File: src/rtl/pc_fetch_stage.sv
// Instruction-fetch stage: owns the PC, the IF/ID pipeline register and a fetch counter.
// Branch redirects squash the fetched slot; a misaligned redirect target halts fetch until reset.
module pc_fetch_stage #(
  parameter int unsigned PC_W      = 9,
  parameter logic [31:0] NOP_INSTR = 32'h00000013
) (
  input  logic            clk,
  input  logic            reset,
  input  logic            Stall,
  input  logic            PcSel,
  input  logic [31:0]     BrPC,
  input  logic [31:0]     InstData,
  output logic [PC_W-1:0] InstAddr,
  output logic [PC_W-1:0] IfId_PC,
  output logic [31:0]     IfId_Instr,
  output logic            IfId_Valid,
  output logic            FlushIdEx,
  output logic            Halted,
  output logic [31:0]     FetchCount
);

  typedef enum logic [0:0] {
    StRun,
    StHalt
  } state_e;

  state_e          state_q, state_d;
  logic [PC_W-1:0] pc_q, pc_d;
  logic [PC_W-1:0] ifid_pc_q, ifid_pc_d;
  logic [31:0]     ifid_instr_q, ifid_instr_d;
  logic            ifid_valid_q, ifid_valid_d;
  logic [31:0]     fetch_cnt_q, fetch_cnt_d;

  logic            br_aligned;
  logic [PC_W-1:0] br_target;
  logic [PC_W-1:0] pc_plus4;

  assign br_aligned = (BrPC[1:0] == 2'b00);
  assign br_target  = BrPC[PC_W-1:0];
  assign pc_plus4   = pc_q + PC_W'(4);

  // Target bits above the PC width are architecturally ignored.
  if (PC_W < 32) begin : g_unused_brpc
    logic unused_brpc_hi;
    assign unused_brpc_hi = ^BrPC[31:PC_W];
  end

  always_comb begin
    state_d      = state_q;
    pc_d         = pc_q;
    ifid_pc_d    = ifid_pc_q;
    ifid_instr_d = ifid_instr_q;
    ifid_valid_d = ifid_valid_q;
    fetch_cnt_d  = fetch_cnt_q;

    case (state_q)
      StRun: begin
        if (PcSel) begin
          // Redirect wins over Stall; the slot behind it becomes a bubble either way.
          ifid_instr_d = NOP_INSTR;
          ifid_valid_d = 1'b0;
          if (br_aligned) begin
            pc_d = br_target;
          end else begin
            state_d = StHalt;
          end
        end else if (!Stall) begin
          ifid_pc_d    = pc_q;
          ifid_instr_d = InstData;
          ifid_valid_d = 1'b1;
          pc_d         = pc_plus4;
          fetch_cnt_d  = fetch_cnt_q + 32'd1;
        end
      end
      StHalt: begin
        ifid_instr_d = NOP_INSTR;
        ifid_valid_d = 1'b0;
      end
      default: begin
        state_d = StRun;
      end
    endcase
  end

  always_ff @(posedge clk) begin
    if (!reset) begin
      state_q      <= StRun;
      pc_q         <= '0;
      ifid_pc_q    <= '0;
      ifid_instr_q <= NOP_INSTR;
      ifid_valid_q <= 1'b0;
      fetch_cnt_q  <= '0;
    end else begin
      state_q      <= state_d;
      pc_q         <= pc_d;
      ifid_pc_q    <= ifid_pc_d;
      ifid_instr_q <= ifid_instr_d;
      ifid_valid_q <= ifid_valid_d;
      fetch_cnt_q  <= fetch_cnt_d;
    end
  end

  assign InstAddr   = pc_q;
  assign IfId_PC    = ifid_pc_q;
  assign IfId_Instr = ifid_instr_q;
  assign IfId_Valid = ifid_valid_q;
  assign FetchCount = fetch_cnt_q;
  assign Halted     = (state_q == StHalt);
  assign FlushIdEx  = PcSel && (state_q == StRun);

endmodule

File: config.mk
export PLATFORM = sky130hd
export DESIGN_NAME = pc_fetch_stage
export DESIGN_NICKNAME = d
export VERILOG_FILES = /design/src/rtl/pc_fetch_stage.sv
export SDC_FILE = /design/constraint.sdc
export NUM_CORES = 1
export LEC_CHECK = 0
export ABC_AREA = 1
export CELL_PAD_IN_SITES_DETAIL_PLACEMENT = 0
export CELL_PAD_IN_SITES_GLOBAL_PLACEMENT = 1
export CORE_ASPECT_RATIO = 1.4
export CORE_MARGIN = 4
export CORE_UTILIZATION = 32
export CTS_CLUSTER_SIZE = 30
export DETAILED_ROUTE_END_ITERATION = 10
export GPL_ROUTABILITY_DRIVEN = 0
export PLACE_DENSITY = 0.95
export SETUP_SLACK_MARGIN = 0.15
export SLEW_MARGIN = 20
export SYNTH_ARGS = -nofsm -noshare
export SYNTH_HDL_FRONTEND = slang
export SYNTH_SLANG_ARGS = --single-unit
File: constraint.sdc
create_clock -name clk -period 2 [get_ports clk]
set_input_delay 0.3 -clock clk [delete_from_list [all_inputs] [get_ports clk]]
set_output_delay 0.3 -clock clk [all_outputs]
set_load 0.005 [all_outputs]
==> results of run 1 <==
[flip-flops by register name (all words and copies together), names as in the netlist]
signal / flops
FetchCount: 32
IfId_PC: 9
InstAddr: 9
IfId_Instr: 32
IfId_Valid: 1
Halted: 1
[what timing repair did]
| action | 4_1_cts | 5_1_grt |
|---|---|---|
| resized for setup | 2 | 0 |
| hold endpoints to repair | 0 | 0 |
| setup endpoints to repair | 1 | 0 |
[report_power, final]
group          internal, W  leakage (nW)  switching, W  total [W]
clock              0.00138         0.183      0.000682    0.00206
combinational     0.000230          1.29      0.000195   0.000425
sequential         0.00172         0.682     0.0000428    0.00176
[placed cells by master (no fill, tap or decap)]
cell type and instances:
clkbuf_8 1, nand2_2 1, and2_1 1, o21ai_0 30, inv_6 1, nand3_2 1
nor3_1 6, nor2_8 2, a31oi_1 3, dlygate4sd2_1 1, o22ai_1 1, nor2_4 1
bufinv_16 4, clkdlybuf4s50_1 128, clkinv_1 1, o21a_1 2, nand2_1 115, nand4_1 16
inv_1 55, buf_4 17, nor3_2 1, dfxtp_1 84, clkinv_2 1, nor3b_1 1
nand3_1 68, xnor2_1 2, nor2_2 5, ha_1 2, inv_2 2, nor2_1 70
clkbuf_16 9, a21oi_1 57
[cell usage after synthesis]
cell	n	area share [%]
buf_6	2	0.59
nand3_1	68	8.9
nor2_4	1	0.30
xnor2_1	2	0.46
buf_4	3	0.59
nor3_1	6	0.79
buf_2	3	0.39
clkbuf_1	13	1.3
o21a_1	2	0.39
o22ai_1	1	0.16
ha_1	2	0.66
and2_1	1	0.16
nor2_1	71	7.0
nand2_2	1	0.16
o21ai_0	30	3.9
nor2_2	4	0.66
nor3_2	1	0.26
buf_1	1	0.098
nand4_1	16	2.6
a31oi_1	3	0.49
inv_2	2	0.20
nand3_2	1	0.26
nand2_1	115	11
nor3b_1	1	0.20
clkinv_1	1	0.098
dfxtp_1	84	44
inv_1	55	5.4
nor2_8	2	1.0
a21oi_1	57	7.5
[stage by stage]
stage / util (%) / worst slack (ns) / hold WS [ns] / instance area [um2] / instances
finish: 49.30 / 0.2695 / 0.4672 / 5675 / 833
global route: 49.30 / 0.1770 / 0.4930 / 5675 / 833
CTS: 49.30 / 0.2528 / 0.4730 / 5675 / 833
detailed placement: 46.05 / 0.01149 / 0.4573 / 5301 / 817
global placement: 46.05 / 0.04579 / 0.4484 / 5301 / 817
floorplan: - / 0.6080 / 0.4264 / 3815 / 549
[area by class of cell]
cell class	count	share of cell area, %
multi-input cells	385	31.81
clock inverters	6	2.359
repair buffers	146	24.98
inverters	58	3.836
flip-flops and latches	84	29.63
clock buffers	10	4.211
well taps	144	3.175
[logic make-up (layout without fill, tap and decap cells)]
logic type | count (synthesis) | in the layout | share of synthesized area [%]
AO/OA/AOI/OAI | 93 | 93 | 12.46
XOR/XNOR | 2 | 2 | 0.4593
adder cells (fa/ha/maj) | 2 | 2 | 0.6558
buffers and inverters | 80 | 220 | 8.658
AND/OR/NAND/NOR | 288 | 288 | 33.68
flip-flops | 84 | 84 | 44.08
[routing by layer]
metal,wire [um],vias to the layer above,GRT usage (%)
met2,6384,116,31.16
met3,649,17,4.661
met1,4588,1855,18.26
met5,0,-,0
met4,204,0,5.618
li1,-,2067,-
[how the worst max path moves through the flow]
stage	start	to	slack, ns	cells past startpoint
2_1_floorplan	FetchCount[1]	FetchCount[26]	0.61	8
3_3_place_gp	PcSel	FetchCount[9]	0.05	9
3_5_place_dp	PcSel	FetchCount[9]	0.01	9
4_1_cts	Halted	Halted	0.25	1
5_1_grt	FetchCount[1]	FetchCount[30]	0.18	9
6_report	Halted	Halted	0.27	1
==> out/qor.csv, run 1 <==
metric;value;unit
fin_crit_sh;86.53;%
slowest_delay;0.58;ns
io_pins;153;
first_global_vias;3814;
path_delay_family;buffers and inverters;
die_h;137.2;um
cp_slowest_cell;clkdlybuf4s50_1;
start_util;33.14;%
crit_required;1.70;ns
multi_input_area;0.001805;mm2
syn_to_final_growth;48.77;%
yosysSeqAreaShare;44.08;%
p_leak;2.157;nW
max-cap-violations;0;
post_cts_buffers;0;
layout-drive-gt1-share;6.676;%
fin_tns_setup;0;ns
cts_tree;built;
insertion_delay;0.33;ns
min_path_type;reg -> reg;
finalWirelength;11.83;mm
timing.rr.end;FetchCount[30];
ys_types;29;
drc;0;
nFillCells;1143;
hp-start;IfId_Valid;
synth_fp_nets;619;
core_region_area;0.01151;mm2
drt_pass1_iterations;4;
track_usage;16.84;%
yosys_warnings;0;
cts_root_buffer;clkbuf_16;
cts_hold_buf;0;
antenna_found_initial;0;
synthCells;549;
arrival;1.43;ns
setup-violations-final;0;
dp.final_hpwl;8.960;mm
grt_pass1_wl;18.44;mm
rsz0062_at_grt;false;
fin_skew;0.006822;ns
powerDensity;749.7;mW/mm2
synth_area;0.003815;mm2
reg2reg_depth;9;
via_count;4055;
slew_headroom;72.16;%
overflow;0;
drt-initial-drc-count;175;
total_power;0.004255;W
path_cells;clkdlybuf4s50_1;
htree_levels;3;
worst_pin_slew;0.4144;ns
grt_max_degree;40;
cts.path.max_buffers;2;
cp_max_fo;4;
hold_violations;0;
outcome;complete, no violations;
crit_buf_inv;1;
row_count;46;
r2r_slack;0.35;ns
path_clk_slew;0.06;ns
cp-end-kind;output port;
whs_endpoint;IfId_Valid;
worstSetupPathType;reg -> out;
ir_worst_vdd;392.4;uV
drv_slew;0;
min_path_cells;1;
cts_sinks;84;
max_clock_freq;577.9;MHz
nets;754;
cts_made_buffers;9;
seqCellArea;0.001682;mm2
avgViaCountPerCell;4.868;
start_kind;flip-flop;
min_period;1.731;ns
ant_nets;0;
n_antenna_cell;0;
ys_seq_elements;84;
r2r_start;FetchCount[1];
wl_per_cell;14.20;um
io_buffers;129;
dieArea;0.01376;mm2
die_w;100.3;um
syn_avg_cell_area;6.949;um2
Note: power is estimated with default switching activity, not from simulation.
==> inputs of run 2 (changes only) <==
Settings changed: CORE_UTILIZATION 32 to 30, PLACE_DENSITY 0.95 to 0.9.
Clock period 2 ns to 1.7 ns, I/O delays scaled along.
==> run 2 against run 1 <==
Effect of this change: combinational power increased by 28%; first-iteration DRC count increased by 13%; setup slack got worse by 0.079 ns; design area increased by 2.9%.
==> out/qor.csv, run 2 (synthesis gave the netlist of run 1 again) <==
metric;value;unit;change
cts_made_buffers;9;;unchanged
via_count;4192;;+3.4%
outcome;complete, no violations;;
fin_skew;0.006803;ns;-0.00001913 ns
path_clk_slew;0.07;ns;about the same
antenna_found_initial;0;;unchanged
layout-drive-gt1-share;14.14;%;+7.5 points
total_power;0.004568;W;+7.3%
dieArea;0.01461;mm2;+6.2%
seq_power_share;45.2;%;+3.7 points
htree_levels;3;;unchanged
cell_internal_pwr;0.003453;W;+3.5%
min_path_cells;3;;+2
die_w;103.3;um;+3.0%
cts_hold_buf;0;;unchanged
drc;0;;unchanged
post_cts_buffers;0;;unchanged
timing.rr.end;FetchCount[31];;
drt_pass1_iterations;5;;+1
layout_common_cells;120 x clkdlybuf4s50_1, 115 x nand2_1, 67 x nand3_1;;
max-cap-violations;0;;unchanged
cts_tree;built;;
wl_per_cell;14.50;um;+2.2%
start_kind;input pin;;
nets;765;;+1.5%
row_count;48;;+4.3%
overflow;0;;unchanged
drt-initial-drc-count;197;;+13%
drv_slew;0;;unchanged
nFillCells;1232;;+7.8%
crit_top_cell;buf_4;;
finalWirelength;12.33;mm;+4.2%
slowest_delay;0.52;ns;-0.06 ns
io_pins;153;;unchanged
cts.path.max_buffers;2;;unchanged
max_clock_freq;662.5;MHz;
core_region_area;0.01237;mm2;+7.5%
avgViaCountPerCell;4.932;;+1.3%
n_antenna_cell;0;;unchanged
crit_required;1.93;ns;+0.23 ns
insertion_delay;0.34;ns;about the same
ir_worst_vdd;431.3;uV;+9.9%
rsz0062_at_grt;true;;
p_sw;0.001114;W;+21%
min_path_type;in -> reg;;
fin_crit_sh;88.79;%;
powerDensity;782.0;mW/mm2;+4.3%
clockPowerShare;42.9;%;-5.6 points
min_period;1.509;ns;
whs_endpoint;IfId_Instr[19];;
reg2reg_depth;8;;-1
track_usage;17.02;%;+0.18 points
r2r_start;FetchCount[5];;
start_util;30.84;%;-2.3 points
p_leak;2.283;nW;+5.8%
final_common_cell;clkdlybuf4s50_1;;
cts_sinks;84;;unchanged
first_global_vias;4004;;+5.0%
die_h;141.4;um;+3.1%
cp_max_fo;9;;+5
syn_to_final_growth;53.10;%;
cts_root_buffer;clkbuf_16;;
arrival;1.74;ns;+0.31 ns
hold_violations;0;;unchanged
io_buffers;129;;unchanged
dp.final_hpwl;9.323;mm;+4.0%
slew_headroom;75.94;%;+3.8 points
cp-end-kind;flip-flop;;
grt_max_degree;40;;unchanged
setup-violations-final;0;;unchanged
swShare;24.40;%;+2.8 points
ant_nets;0;;unchanged
comb_power_share;11.9;%;+1.9 points
worst_pin_slew;0.3572;ns;-0.05725 ns
r2r_slack;0.25;ns;-0.10 ns
crit_start;Stall;;
utilization;47.21;%;-2.1 points
path_cells;clkdlybuf4s50_1, buf_4, inv_1, nand2_2, nand2_1, buf_4, o21ai_0, a31oi_1;;
cp_slowest_cell;clkdlybuf4s50_1;;
grt_pass1_wl;19.42;mm;+5.3%
hp-start;InstData[19];;
worstSetupPathType;in -> reg;;
-- run 2: how the worst max path moves through the flow --
| stage | to | slack (ns) | depth (start not counted) |
|---|---|---|---|
| floorplan | FetchCount[26] | 0.31 | 8 |
| global placement | FetchCount[28] | -0.18 | 10 |
| detailed placement | FetchCount[9] | -0.20 | 9 |
| CTS | FlushIdEx | 0.06 | 2 |
| global route | FetchCount[31] | 0.02 | 10 |
| finish | InstAddr[3] | 0.19 | 8 |
-- run 2: layout make-up --
type,instances,area (um2),share of cell area (%)
Clock buffer,10,229.0,3.920
Clock inverter,6,65.06,1.114
Inverter,58,217.7,3.728
Multi-Input combinational cell,385,1864,31.92
Sequential cell,84,1734,29.69
Tap cell,150,187.7,3.213
Timing Repair Buffer,157,1543,26.41
-- run 2: worst max-delay path: cells and delay by family --
kind                   cells  cell delay, ns
and+or+nand+nor            2            0.37
buffers and inverters      4            0.91
AOI/OAI and AO/OA          2            0.20
-- run 2: routing by layer --
metal  track usage [%]  wire, um
met5                 0         0
met1             18.79      4649
met2             30.33      6581
met3             3.886       746
met4             7.572       350
-- run 2: repair_timing --
item	CTS	global route
pin swaps	1	1
hold endpoints to repair	0	0
endpoints found under the setup margin	35	42
gates resized for setup	34	29
-- run 2: power by group through the flow --
stage / registers, W / clock network, W / logic (W)
6_report: 0.00206 / 0.00196 / 0.000543
5_1_grt: 0.00207 / 0.00211 / 0.000591
3_3_place_gp: 0.00211 / 0 / 0.000538
2_1_floorplan: 0.00212 / 0 / 0.000202
4_1_cts: 0.00207 / 0.00204 / 0.000549
3_5_place_dp: 0.00211 / 0 / 0.000549
-- run 2: stage by stage --
| step | TNS [ns] | worst slack [ns] | cells | hold WS [ns] | area (um2) |
|---|---|---|---|---|---|
| 2_1_floorplan | 0 | 0.3080 | 549 | 0.3814 | 3815 |
| 3_3_place_gp | -3.144 | -0.1780 | 834 | 0.4593 | 5429 |
| 3_5_place_dp | -6.653 | -0.1957 | 834 | 0.4656 | 5429 |
| 4_1_cts | 0 | 0.06166 | 850 | 0.4488 | 5759 |
| 5_1_grt | 0 | 0.02207 | 850 | 0.4634 | 5841 |
| 6_report | 0 | 0.1907 | 850 | 0.4623 | 5841 |
